--- src/rtl/ram_init_pkg.sv ---
// Shared types and helpers for the RAM initiator block.
package ram_init_pkg;

    // Init sequencer states: CLEAR sweeps the RAM with zeros, RUN serves commands.
    typedef enum logic [0:0] {
        CLEAR = 1'b0,
        RUN   = 1'b1
    } init_state_e;

    // Ceiling log2; clog2(1) = 0.
    function automatic int clog2(input int value);
        int r;
        r = 0;
        while ((1 << r) < value) r = r + 1;
        return r;
    endfunction

endpackage

--- src/rtl/ram_rsp_fifo.sv ---
// Synchronous response FIFO; head is registered storage, occupancy is exported
// so the parent can budget read credit.
module ram_rsp_fifo
    import ram_init_pkg::*;
#(
    parameter int WIDTH = 32,
    parameter int DEPTH = 4,
    localparam int PW   = (DEPTH > 1) ? clog2(DEPTH) : 1,
    localparam int CW   = clog2(DEPTH + 1)
) (
    input  logic             clk,
    input  logic             reset,
    input  logic             push_i,
    input  logic [WIDTH-1:0] push_data_i,
    input  logic             pop_i,
    output logic             valid_o,
    output logic [WIDTH-1:0] data_o,
    output logic [CW-1:0]    count_o
);

    logic [WIDTH-1:0] mem_q [DEPTH];
    logic [PW-1:0]    wr_ptr_q, wr_ptr_d;
    logic [PW-1:0]    rd_ptr_q, rd_ptr_d;
    logic [CW-1:0]    count_q, count_d;
    logic             do_pop;

    function automatic logic [PW-1:0] ptr_inc(input logic [PW-1:0] p);
        if (p == PW'(DEPTH - 1)) return '0;
        return p + PW'(1);
    endfunction

    // Popping an empty FIFO is ignored; the parent's credit scheme keeps pushes legal.
    assign do_pop = pop_i && (count_q != '0);

    // Pointer and occupancy next state.
    always_comb begin
        wr_ptr_d = push_i ? ptr_inc(wr_ptr_q) : wr_ptr_q;
        rd_ptr_d = do_pop ? ptr_inc(rd_ptr_q) : rd_ptr_q;
        count_d  = count_q;
        if (push_i && !do_pop) count_d = count_q + CW'(1);
        if (!push_i && do_pop) count_d = count_q - CW'(1);
    end

    // Control state, cleared by reset so buffered responses are discarded.
    always_ff @(posedge clk or posedge reset) begin
        if (reset) begin
            wr_ptr_q <= '0;
            rd_ptr_q <= '0;
            count_q  <= '0;
        end else begin
            wr_ptr_q <= wr_ptr_d;
            rd_ptr_q <= rd_ptr_d;
            count_q  <= count_d;
        end
    end

    // Data storage needs no reset; validity comes from the occupancy count.
    always_ff @(posedge clk) begin
        if (push_i) mem_q[wr_ptr_q] <= push_data_i;
    end

    assign valid_o = (count_q != '0);
    assign data_o  = mem_q[rd_ptr_q];
    assign count_o = count_q;

endmodule

--- src/rtl/ram_init_port.sv ---
// Initiator side of a single-port byte-masked RAM: registers commands onto the
// RAM port, captures read data after READ_LATENCY cycles and returns it in order
// through a credit-limited response FIFO.
// Optional feature macro RAM_INIT_ZEROIZE_EN: after reset, write zeros to every
// word before accepting commands.
module ram_init_port
    import ram_init_pkg::*;
#(
    parameter int WORD_COUNT   = 1024,
    parameter int WORD_WIDTH   = 32,
    parameter int MASK_WIDTH   = 4,
    parameter int READ_LATENCY = 2,
    parameter int RSP_DEPTH    = 4,
    localparam int AW          = clog2(WORD_COUNT)
) (
    input  logic                  clk,
    input  logic                  reset,
    input  logic                  cmd_valid,
    output logic                  cmd_ready,
    input  logic                  cmd_wr,
    input  logic [AW-1:0]         cmd_addr,
    input  logic [MASK_WIDTH-1:0] cmd_mask,
    input  logic [WORD_WIDTH-1:0] cmd_data,
    output logic                  rsp_valid,
    input  logic                  rsp_ready,
    output logic [WORD_WIDTH-1:0] rsp_data,
    output logic                  ram_en,
    output logic                  ram_wr,
    output logic [AW-1:0]         ram_addr,
    output logic [MASK_WIDTH-1:0] ram_mask,
    output logic [WORD_WIDTH-1:0] ram_wrData,
    input  logic [WORD_WIDTH-1:0] ram_rdData,
    output logic                  init_done
);

    localparam int OCW  = clog2(RSP_DEPTH + 1);
    localparam int OUTW = clog2(RSP_DEPTH + READ_LATENCY + 2);

    logic                    ram_en_q, ram_en_d;
    logic                    ram_wr_q, ram_wr_d;
    logic [AW-1:0]           ram_addr_q, ram_addr_d;
    logic [MASK_WIDTH-1:0]   ram_mask_q, ram_mask_d;
    logic [WORD_WIDTH-1:0]   ram_wdata_q, ram_wdata_d;
    logic                    init_done_q;
    logic [READ_LATENCY-1:0] rd_pipe_q;

    logic                    rd_pres;
    logic                    wr_block;
    logic                    rd_credit;
    logic                    cmd_fire;
    logic [OUTW-1:0]         outstanding;
    logic [OCW-1:0]          fifo_count;
    logic                    clr_issue;
    logic [AW-1:0]           clr_addr;
    logic                    fsm_run;

`ifdef RAM_INIT_ZEROIZE_EN
    init_state_e   state_q, state_d;
    logic [AW-1:0] clr_q, clr_d;

    // Sequencer state and clear address register.
    always_ff @(posedge clk or posedge reset) begin
        if (reset) begin
            state_q <= CLEAR;
            clr_q   <= '0;
        end else begin
            state_q <= state_d;
            clr_q   <= clr_d;
        end
    end

    // Sweep 0..WORD_COUNT-1 once, then park in RUN.
    always_comb begin
        state_d = state_q;
        clr_d   = clr_q;
        case (state_q)
            CLEAR: begin
                if (clr_q == AW'(WORD_COUNT - 1)) begin
                    clr_d   = '0;
                    state_d = RUN;
                end else begin
                    clr_d = clr_q + AW'(1);
                end
            end
            default: state_d = RUN;
        endcase
    end

    // Sequencer outputs.
    always_comb begin
        clr_issue = (state_q == CLEAR);
        clr_addr  = clr_q;
        fsm_run   = (state_q == RUN);
    end
`else
    assign clr_issue = 1'b0;
    assign clr_addr  = '0;
    assign fsm_run   = 1'b1;
`endif

    // A read is on the RAM port this cycle.
    assign rd_pres = ram_en_q && !ram_wr_q;

    // With a two-cycle RAM, a write right behind a read would clobber its output register.
    assign wr_block = (READ_LATENCY == 2) && rd_pres;

    // Reads owed to the consumer: on the port, in the latency pipe, or buffered.
    always_comb begin
        outstanding = OUTW'(fifo_count) + OUTW'(rd_pres);
        for (int i = 0; i < READ_LATENCY; i++)
            outstanding = outstanding + OUTW'(rd_pipe_q[i]);
    end

    assign rd_credit = (outstanding < OUTW'(RSP_DEPTH));
    assign cmd_ready = init_done_q && (cmd_wr ? !wr_block : rd_credit);
    assign cmd_fire  = cmd_valid && cmd_ready;

    // RAM port next state: clear writes, then accepted commands; idle cycles hold the data path.
    always_comb begin
        ram_en_d    = 1'b0;
        ram_wr_d    = 1'b0;
        ram_addr_d  = ram_addr_q;
        ram_mask_d  = ram_mask_q;
        ram_wdata_d = ram_wdata_q;
        if (clr_issue) begin
            ram_en_d    = 1'b1;
            ram_wr_d    = 1'b1;
            ram_addr_d  = clr_addr;
            ram_mask_d  = '1;
            ram_wdata_d = '0;
        end else if (cmd_fire) begin
            ram_en_d   = 1'b1;
            ram_wr_d   = cmd_wr;
            ram_addr_d = cmd_addr;
            if (cmd_wr) begin
                ram_mask_d  = cmd_mask;
                ram_wdata_d = cmd_data;
            end
        end
    end

    // RAM port registers, init flag and read-latency valid pipe.
    always_ff @(posedge clk or posedge reset) begin
        if (reset) begin
            ram_en_q    <= 1'b0;
            ram_wr_q    <= 1'b0;
            ram_addr_q  <= '0;
            ram_mask_q  <= '0;
            ram_wdata_q <= '0;
            init_done_q <= 1'b0;
            rd_pipe_q   <= '0;
        end else begin
            ram_en_q    <= ram_en_d;
            ram_wr_q    <= ram_wr_d;
            ram_addr_q  <= ram_addr_d;
            ram_mask_q  <= ram_mask_d;
            ram_wdata_q <= ram_wdata_d;
            init_done_q <= fsm_run;
            rd_pipe_q[0] <= rd_pres;
            for (int i = 1; i < READ_LATENCY; i++)
                rd_pipe_q[i] <= rd_pipe_q[i-1];
        end
    end

    ram_rsp_fifo #(
        .WIDTH (WORD_WIDTH),
        .DEPTH (RSP_DEPTH)
    ) u_rsp_fifo (
        .clk         (clk),
        .reset       (reset),
        .push_i      (rd_pipe_q[READ_LATENCY-1]),
        .push_data_i (ram_rdData),
        .pop_i       (rsp_ready),
        .valid_o     (rsp_valid),
        .data_o      (rsp_data),
        .count_o     (fifo_count)
    );

    assign ram_en     = ram_en_q;
    assign ram_wr     = ram_wr_q;
    assign ram_addr   = ram_addr_q;
    assign ram_mask   = ram_mask_q;
    assign ram_wrData = ram_wdata_q;
    assign init_done  = init_done_q;

endmodule

--- config.mk ---
export PLATFORM = sky130hd
export DESIGN_NAME = ram_init_port
export DESIGN_NICKNAME = d
export VERILOG_FILES = /design/src/rtl/ram_init_pkg.sv /design/src/rtl/ram_rsp_fifo.sv /design/src/rtl/ram_init_port.sv
export SDC_FILE = /design/constraint.sdc
export NUM_CORES = 1
export LEC_CHECK = 0
export ABC_AREA = 0
export CAP_MARGIN = 20
export CORE_UTILIZATION = 45
export DETAILED_ROUTE_END_ITERATION = 12
export PLACE_DENSITY = 0.76
export SYNTH_ARGS = -nofsm -noshare
export SYNTH_HDL_FRONTEND = slang
export SYNTH_SLANG_ARGS = --single-unit
export TNS_END_PERCENT = 5
--- constraint.sdc ---
create_clock -name clk -period 1.9 [get_ports clk]
set_input_delay 0.19 -clock clk [delete_from_list [all_inputs] [get_ports clk]]
set_output_delay 0.19 -clock clk [all_outputs]
set_load 0.01 [all_outputs]
==> flow_metrics.env, run 1 <==
export IMPL_final_hold_viol_count=0
export IMPL_p_int_uw=9421
export IMPL_syn_instance_count=361
export IMPL_io_buffers=165
export IMPL_p_leak_uw=0.003730
export IMPL_cp_start_kind="flop"
export IMPL_totalWireLength_mm=14.18
export IMPL_fmax_mhz=411.6
export IMPL_firstDrtPassIters=5
export IMPL_rsz0062_at_grt="yes"
export IMPL_whs_ns=0.04299
export IMPL_cts_root_buffer="clkbuf_16"
export IMPL_rows=45
export IMPL_grt_pass1_vias=4252
export IMPL_hp_class="in -> async"
export IMPL_peakVddDrop_uv=621.6
export IMPL_syn2layout_area_growth_pct=38.12
export IMPL_swShare=0.2779
export IMPL_period_share=1.279
export IMPL_drc=0
export IMPL_antenna_found_initial=0
export IMPL_fin_area_um2=9946
export IMPL_setup_slack_ns=-0.5296
export IMPL_yosys_warnings=0
export IMPL_ctsHoldBuffers=0
export IMPL_endpoint_kind="primary output"
export IMPL_antennaDiodeCount=0
export IMPL_ys_ff_latch=186
export IMPL_crit_type="reg -> out"
export IMPL_sequentialPowerShare=0.402
export IMPL_syn_cell_area_um2=7201
export IMPL_crit_fanout=2
export IMPL_switching_power_uw=3626
export IMPL_place_congestion=0.7994
export IMPL_clkPwrFrac=0.263
export IMPL_violations="setup timing"
export IMPL_syn_nets=453
export IMPL_die_area_um2=16510
export IMPL_coreArea_um2=15430
export IMPL_gr_total_overflow=0
export IMPL_chipWidth_um=128.5
export IMPL_cts_sinks=186
export IMPL_status="finished with violations"
export IMPL_pwr_density_cell_nw_per_um2=1312
export IMPL_grt_start_max_net_pins=48
export IMPL_cp_required_ns=1.71
export IMPL_drt_iter0_drc=202
export IMPL_ant_nets=0
export IMPL_finClkSkew_ns=0.007410
export IMPL_grt_use_total=0.1829
export IMPL_dpl_instance_area_um2=9343
export IMPL_pin_count=166
export IMPL_layout_drive_gt1_share=0.3044
export IMPL_routed_via_density=5.067
export IMPL_nets=644
export IMPL_h_tree_depth=4
export IMPL_maxCapViolations=0
export IMPL_post_route_util=0.6447
export IMPL_routedWlPerCell_um=18.28
export IMPL_slew_viol_final=0
export IMPL_clockBufferDepth=2
export IMPL_pwr_share_comb=0.335
export IMPL_clkLatencyLatePin_ns=0.42
export IMPL_yosysSeqAreaShare=0.7354
export IMPL_cts_tree="built"
export IMPL_start_util=0.4667
export IMPL_syn_avg_cell_area_um2=19.95
export IMPL_final_setup_viol_count=39
export IMPL_grt_pass1_wl_mm=22.18
export IMPL_crit_arrival_ns=2.24
export IMPL_dp_final_hpwl_mm=9.199
export IMPL_vias=3932
export IMPL_cts_buffers=17
export IMPL_clkTransAtPathRegs_ns=0.07
export IMPL_fp_dieH_um=128.5
export IMPL_synthDistinctLibCells=29
export IMPL_period_needed_ns=2.430
-- critical path, cell delays in order, from the launching register on --
cell,delay [ns]
dfrtp_1,0.41
fa_2,0.41
ha_4,0.27
and4b_1,0.23
o21a_1,0.16
nor3_2,0.06
nor3b_2,0.15
buf_2,0.15
-- layer usage --
layer / part of all wire / vias up / global-route usage
met2: 0.50 / 160 / 0.3002
met3: 0.071 / 16 / 0.05530
met4: 0.016 / 0 / 0.06851
li1: - / 1792 / -
met5: 0 / - / 0
met1: 0.41 / 1964 / 0.2302
-- cell type report --
type,instances,area (µm²)
Clock buffer,19,432.9
Clock inverter,13,142.6
Fill cell,1091,5482
Inverter,9,33.78
Multi-Input combinational cell,148,1827
Sequential cell,186,5296
Tap cell,211,264.0
Timing Repair Buffer,190,1949
-- path summary, 6_finish.rpt --
kind	start	to	slack (ns)	cells past startpoint
setup reg to reg	rd_pipe_q[0]	ram_addr[4]	-0.23	7
max in group asynchronous	reset	ram_wrData[9]	1.35	3
hold reg to reg	rd_pipe_q[0]	rd_pipe_q[1]	0.44	0
min in group clk	cmd_data[25]	ram_wrData[25]	0.38	2
setup / recovery	rd_pipe_q[0]	cmd_ready	-0.53	7
hold / removal	reset	ram_wrData[31]	0.04	2
-- logic make-up (layout without fill, tap and decap cells) --
| family | after synthesis | after routing | share of synthesized area |
|---|---|---|---|
| XOR/XNOR | 3 | 3 | 0.003650 |
| other | 1 | 1 | 0.0005208 |
| adder cells (fa/ha/maj) | 9 | 9 | 0.01772 |
| AO/OA/AOI/OAI | 25 | 25 | 0.02189 |
| AND/OR/NAND/NOR | 40 | 40 | 0.03336 |
| flip-flops | 186 | 186 | 0.7354 |
| buffers and inverters | 27 | 231 | 0.01824 |
| multiplexers | 70 | 70 | 0.1692 |
-- layout by cell type, fill, tap and decap left out, drive strengths merged, types with 7 or more instances in the layout --
master         Yosys  layout
o31ai             10      10
edfxtp           128     128
o21ai             12      12
mux2              37      37
mux4              32      32
inv                9      13
clkdlybuf4s50      0     131
dfrtp             58      58
ha                 7       7
buf                9      58
clkbuf             9      19
nand2             13      13
nor3b             11      11
-- flip-flops by register name (all words and copies together) (netlist names) --
register,count
init_done,1
ram_wr,1
ram_addr,10
rd_pipe_q,2
u_rsp_fifo.wr_ptr_q,2
ram_wrData,32
u_rsp_fifo.count_o,3
u_rsp_fifo.mem_q,128
ram_en,1
ram_mask,4
u_rsp_fifo.rd_ptr_q,2
-- timing repair --
action | 4_1_cts | 5_1_grt
setup buffers | 1 | 0
cloned | 1 | 0
gates resized for setup | 151 | 8
hold endpoints to repair | 0 | 0
setup endpoints to repair | 47 | 45
pin swaps | 12 | 5
-- power by group through the flow --
stage	combinational (µW)	sequential [µW]	clock [µW]
floorplan	2000	5390	0
global placement	4260	5290	0
detailed placement	4350	5320	0
CTS	4340	5240	3510
global route	4720	5300	3670
finish	4370	5250	3430
-- stage by stage --
step / setup WS [ns] / TNS, ns / power [µW] / std cells
after floorplan: -0.07418 / -0.7971 / 7389 / 361
after global placement: -0.5646 / -3.259 / 9554 / 742
after detailed placement: -0.5956 / -4.617 / 9669 / 742
after CTS: -0.5995 / -4.160 / 13100 / 776
after global routing: -0.6481 / -6.685 / 13690 / 776
final: -0.5296 / -2.855 / 13050 / 776
-- cell usage after synthesis --
library cell,count,area [µm²]
a21o_1,1,7.510
and2_1,4,25.02
and3b_1,1,8.760
and4b_1,1,10.01
buf_2,6,30.03
buf_6,3,33.78
clkbuf_1,9,33.78
conb_1,1,3.750
dfrtp_1,58,1451
edfxtp_1,128,3844
fa_1,2,40.04
ha_1,7,87.58
inv_1,9,33.78
mux2_2,18,202.7
mux2_4,19,285.3
mux2i_1,1,10.01
mux4_2,32,720.7
nand2_1,13,48.80
nor2_1,2,7.510
nor2b_4,1,13.76
nor3_1,4,20.02
nor3b_1,11,82.58
o21a_1,2,15.01
o21ai_0,12,60.06
o31ai_1,10,75.07
or3_1,2,12.51
or3b_4,1,11.26
xnor2_1,1,8.760
xor2_1,2,17.52
Note: power is estimated with default switching activity, not from simulation.
==> run 2: changes to the inputs <==
- CORE_UTILIZATION: 45 -> 54
- PLACE_DENSITY: 0.76 -> 0.85
- clock period: 1.9 -> 2.95 ns (I/O delays scaled with it)
==> run 2 against run 1 <==
  * The flow now finishes without violations
  * Wire length is 4.1% lower
  * Flip-flop and latch count stayed put
  * Worst setup slack improved by 0.66 ns
  * Core utilization is 11 points higher
  * Largest cell class unchanged
  * Largest power group unchanged
  * Hold slack improved by 0.018 ns
  * Via count decreased by 0.84%
  * Critical path depth did not move
  * Die area is 16% lower
==> flow_metrics.env, run 2 (synthesis gave the netlist of run 1 again) <==
export IMPL_ant_nets=0
export IMPL_clkLatencyLatePin_ns=0.42
export IMPL_final_setup_viol_count=0
export IMPL_p_total_uw=8373
export IMPL_start_util=0.5615
export IMPL_ctsHoldBuffers=0
export IMPL_cp_required_ns=2.65
export IMPL_final_cell_mix="clkdlybuf4s50_1 (164), edfxtp_1 (128), dfrtp_1 (56)"
export IMPL_maxCapViolations=0
export IMPL_crit_arrival_ns=2.53
export IMPL_coreArea_um2=12820
export IMPL_pin_count=166
export IMPL_antennaDiodeCount=0
export IMPL_dp_final_hpwl_mm=8.693
export IMPL_dpl_cell_count=686
export IMPL_tightest_slew_ns=0.8671
export IMPL_cts_root_buffer="clkbuf_16"
export IMPL_cp_start_kind="flop"
export IMPL_layoutNonFillerInstCount=719
export IMPL_nFillCells=759
export IMPL_die_area_um2=13800
export IMPL_period_share=0.9565
export IMPL_cts_sinks=186
export IMPL_dpl_instance_area_um2=9034
export IMPL_post_route_util=0.7553
export IMPL_drc=0
export IMPL_h_tree_depth=4
export IMPL_p_leak_uw=0.003581
export IMPL_tns_ns=0
export IMPL_chipWidth_um=117.5
export IMPL_hp_class="in -> async"
export IMPL_pwr_density_cell_nw_per_um2=864.4
export IMPL_rows=41
export IMPL_place_congestion=0.8054
export IMPL_peakVddDrop_uv=380.6
export IMPL_largest_register_ffs=128
export IMPL_totalWireLength_mm=13.60
export IMPL_fmax_mhz=354.4
export IMPL_period_needed_ns=2.822
export IMPL_crit_type="reg -> out"
export IMPL_io_buffers=165
export IMPL_nets=626
export IMPL_firstDrtPassIters=5
export IMPL_grt_use_total=0.2135
export IMPL_drt_iter0_drc=245
export IMPL_cts_tree="built"
export IMPL_routed_via_density=5.423
export IMPL_layout_drive_gt1_share=0.2157
export IMPL_clkTransAtPathRegs_ns=0.07
export IMPL_largest_register="u_rsp_fifo.mem_q"
export IMPL_fin_area_um2=9687
export IMPL_crit_fanout=4
export IMPL_slew_viol_final=0
export IMPL_status="complete, no violations"
export IMPL_vias=3899
export IMPL_finClkSkew_ns=0.004219
export IMPL_cts_buffers=17
export IMPL_antenna_found_initial=0
export IMPL_post_cts_buffers=0
export IMPL_grt_pass1_vias=4221
export IMPL_mostFrequentLayoutCell="clkdlybuf4s50_1"
export IMPL_grt_start_max_net_pins=48
export IMPL_routedWlPerCell_um=18.91
export IMPL_relSlewSlack=0.4219
export IMPL_clockBufferDepth=2
export IMPL_fp_dieH_um=117.5
export IMPL_endpoint_kind="primary output"
export IMPL_syn2layout_area_growth_pct=34.53
export IMPL_gr_total_overflow=0
export IMPL_final_hold_viol_count=0
export IMPL_grt_pass1_wl_mm=22.11
-- run 2: changes by cell type in the layout (fill, tap and decap cells not counted), moves of 2 or more --
cell,change
o31ai_2,-2
buf_2,-16
clkdlybuf4s50_1,+33
bufinv_16,+2
buf_6,-17
clkbuf_1,-2
clkinv_4,+2
o31ai_1,+2
o21ai_1,-10
buf_12,-10
buf_4,-7
o21ai_0,+10
-- run 2: area by class of cell --
cell class | count | area, µm² | area share
clock buffers | 17 | 425.4 | 0.04392
clock inverters | 15 | 197.7 | 0.02041
inverters | 9 | 33.78 | 0.003487
multi-input cells | 148 | 1789 | 0.1847
flip-flops and latches | 186 | 5298 | 0.5469
well taps | 172 | 215.2 | 0.02222
repair buffers | 172 | 1728 | 0.1784
-- run 2: path summary, 6_finish.rpt --
check	startpoint	end	slack (ns)	cells past startpoint
setup reg to reg	u_rsp_fifo.count_o[0]	ram_addr[6]	0.63	7
setup / recovery	u_rsp_fifo.count_o[0]	cmd_ready	0.13	7
max in group asynchronous	reset	init_done	2.21	4
min in group clk	rd_pipe_q[0]	rd_pipe_q[1]	0.41	0
hold reg to reg	rd_pipe_q[0]	rd_pipe_q[1]	0.41	0
hold / removal	reset	ram_wrData[5]	0.06	2
-- run 2: repair_timing --
action / in CTS / in global routing
gates cloned: 0 / 0
pin swaps: 0 / 0
setup endpoints to repair: 1 / 1
resized for setup: 1 / 3
-- run 2: per-layer routing --
metal	global-route usage	share of wire	vias to the layer above
met3	0.05911	0.071	19
met2	0.3550	0.51	161
met4	0.08894	0.015	0
li1	-	-	1752
met1	0.2653	0.41	1967
met5	0	0	-
-- run 2: where the power goes --
part	switching (µW)	leakage, µW	internal (µW)
clock	950	0.000297	1420
combinational	1030	0.00143	1530
sequential	261	0.00185	3180
total	2240	0.00358	6130
-- run 2: worst max-delay path, stage by stage (launching register included) --
cell           delay [ns]
dfrtp_1              0.44
fa_1                 0.41
ha_1                 0.27
and4b_1              0.21
o21a_1               0.19
nor3_2               0.20
nor3b_1              0.08
dlygate4sd2_1        0.30
-- run 2: stage by stage --
| step | setup slack, ns | hold slack, ns |
|---|---|---|
| floorplan | 0.7865 | 0.3916 |
| global placement | 0.3167 | 0.3938 |
| detailed placement | 0.2503 | 0.4036 |
| CTS | 0.05378 | 0.4178 |
| global route | -0.01251 | 0.05202 |
| finish | 0.1282 | 0.06135 |
==> run 3: changes to the inputs <==
- CORE_MARGIN: not set -> 4
==> run 3 against run 2 <==
  * Via count is 0.82% lower
  * Highest routed layer unchanged
  * Clock power is 3% lower
  * Critical endpoint unchanged
  * Critical path depth stayed put
==> flow_metrics.env, run 3 (synthesis gave the netlist of run 1 again) <==
export IMPL_crit_type="reg -> out"
export IMPL_rows=41
export IMPL_cts_buffers=17
export IMPL_slew_viol_final=0
export IMPL_pin_count=166
export IMPL_crit_arrival_ns=2.50
export IMPL_rr_startpoint="u_rsp_fifo.count_o[0]"
export IMPL_final_setup_viol_count=0
export IMPL_largest_register_ffs=128
export IMPL_p_leak_uw=0.003566
export IMPL_maxCapViolations=0
export IMPL_dp_final_hpwl_mm=9.015
export IMPL_ant_nets=0
export IMPL_antennaDiodeCount=0
export IMPL_grt_use_total=0.1955
export IMPL_mostFrequentLayoutCell="clkdlybuf4s50_1"
export IMPL_firstDrtPassIters=7
export IMPL_drt_iter0_drc=232
export IMPL_start_util=0.5615
export IMPL_grt_start_max_net_pins=48
export IMPL_status="complete, no violations"
export IMPL_h_tree_depth=4
export IMPL_crit_chain="fa_1 -> ha_1 -> and4b_1 -> o21a_1 -> nor3_2 -> nor3b_1 -> dlygate4sd2_1"
export IMPL_coreArea_um2=12820
export IMPL_endpoint_kind="primary output"
export IMPL_peakVddDrop_uv=456.5
export IMPL_pwr_density_cell_nw_per_um2=859.8
export IMPL_place_congestion=0.8526
export IMPL_r2r_setup_slack_ns=0.64
export IMPL_crit_slowest_cell="dfrtp_1"
export IMPL_clockBufferDepth=2
export IMPL_drc=0
export IMPL_gr_total_overflow=0
export IMPL_fp_dieH_um=123.5
export IMPL_tns_ns=0
export IMPL_totalWireLength_mm=13.78
export IMPL_period_needed_ns=2.795
export IMPL_chipWidth_um=123.5
export IMPL_cts_tree="built"
export IMPL_fmax_mhz=357.8
export IMPL_whs_ns=0.3835
export IMPL_crit_fanout=4
export IMPL_hp_class="in -> async"
export IMPL_cp_start_kind="flop"
export IMPL_tightest_slew_ns=0.8801
export IMPL_clkTransAtPathRegs_ns=0.06
export IMPL_cp_required_ns=2.65
export IMPL_finClkSkew_ns=0.008381
export IMPL_syn2layout_area_growth_pct=34.13
export IMPL_antenna_found_initial=0
export IMPL_r2r_end="ram_addr[2]"
export IMPL_largest_register="u_rsp_fifo.mem_q"
export IMPL_period_share=0.9474
export IMPL_routedWlPerCell_um=19.20
export IMPL_cts_root_buffer="clkbuf_16"
export IMPL_clkLatencyLatePin_ns=0.42
export IMPL_io_buffers=165
export IMPL_post_route_util=0.7531
export IMPL_cts_sinks=186
export IMPL_r2r_cells=7
export IMPL_p_total_uw=8304
export IMPL_layout_drive_gt1_share=0.2143
export IMPL_routed_via_density=5.386
export IMPL_vias=3867
export IMPL_cp_slowest_stage_delay_ns=0.43
export IMPL_relSlewSlack=0.4124
export IMPL_die_area_um2=15250
export IMPL_rsz0062_at_grt="no"
export IMPL_grt_pass1_vias=4241
export IMPL_final_cell_mix="clkdlybuf4s50_1 (164), edfxtp_1 (128), dfrtp_1 (56)"
export IMPL_grt_pass1_wl_mm=22.07
export IMPL_nFillCells=779
export IMPL_nets=626
export IMPL_final_hold_viol_count=0
run 3: timing repair:
item | 4_1_cts | 5_1_grt
cloned | 0 | 0
endpoints found under the setup margin | 1 | 1
gates resized for setup | 2 | 2
hold buffers | 0 | 0
setup buffers | 0 | 0
pin swaps | 0 | 0
run 3: layout make-up:
type	count	area [µm²]	share of cell area
inverter	9	33.78	0.003498
tap	172	215.2	0.02228
clock buffer	18	429.2	0.04444
clock inverter	13	177.7	0.01840
multi-input combinational	148	1789	0.1853
timing repair buffer	172	1715	0.1776
sequential	186	5298	0.5485
run 3: how the worst max path moves through the flow:
stage | from | end | slack, ns | cells after the start
global route | u_rsp_fifo.count_o[0] | cmd_ready | 0.01 | 7
floorplan | u_rsp_fifo.count_o[0] | cmd_ready | 0.79 | 6
CTS | rd_pipe_q[1] | cmd_ready | 0.07 | 7
global placement | rd_pipe_q[1] | cmd_ready | 0.31 | 7
finish | u_rsp_fifo.count_o[0] | cmd_ready | 0.16 | 7
detailed placement | rd_pipe_q[1] | cmd_ready | 0.24 | 7
run 3: where the power goes:
part | leakage, µW | switching [µW] | internal [µW]
Sequential | 0.00185 | 235 | 3180
Combinational | 0.00142 | 1050 | 1530
Clock | 0.000288 | 900 | 1410
Total | 0.00357 | 2190 | 6120
run 3: metrics by stage:
step           setup WS (ns)  area [µm²]  std cells
5_1_grt              0.01500        9658        718
3_5_place_dp          0.2374        9041        687
4_1_cts              0.06748        9652        718
3_3_place_gp          0.3098        9041        687
2_1_floorplan         0.7865        7201        361
6_report              0.1553        9658        718
run 3: critical path: cells and delay by family, from the launching register on:
family          cells  cell delay, ns
fa+ha+maj           2            0.69
buf+inv             1            0.30
compound gates      1            0.20
simple gates        3            0.47
flops               1            0.43
run 3: routing by layer:
metal | wire [µm] | GRT usage | vias to the layer above
li1 | - | - | 1745
met1 | 5537 | 0.2468 | 1951
met2 | 6791 | 0.3197 | 157
met3 | 1275 | 0.07091 | 14
met4 | 179 | 0.06021 | 0
met5 | 0 | 0 | -
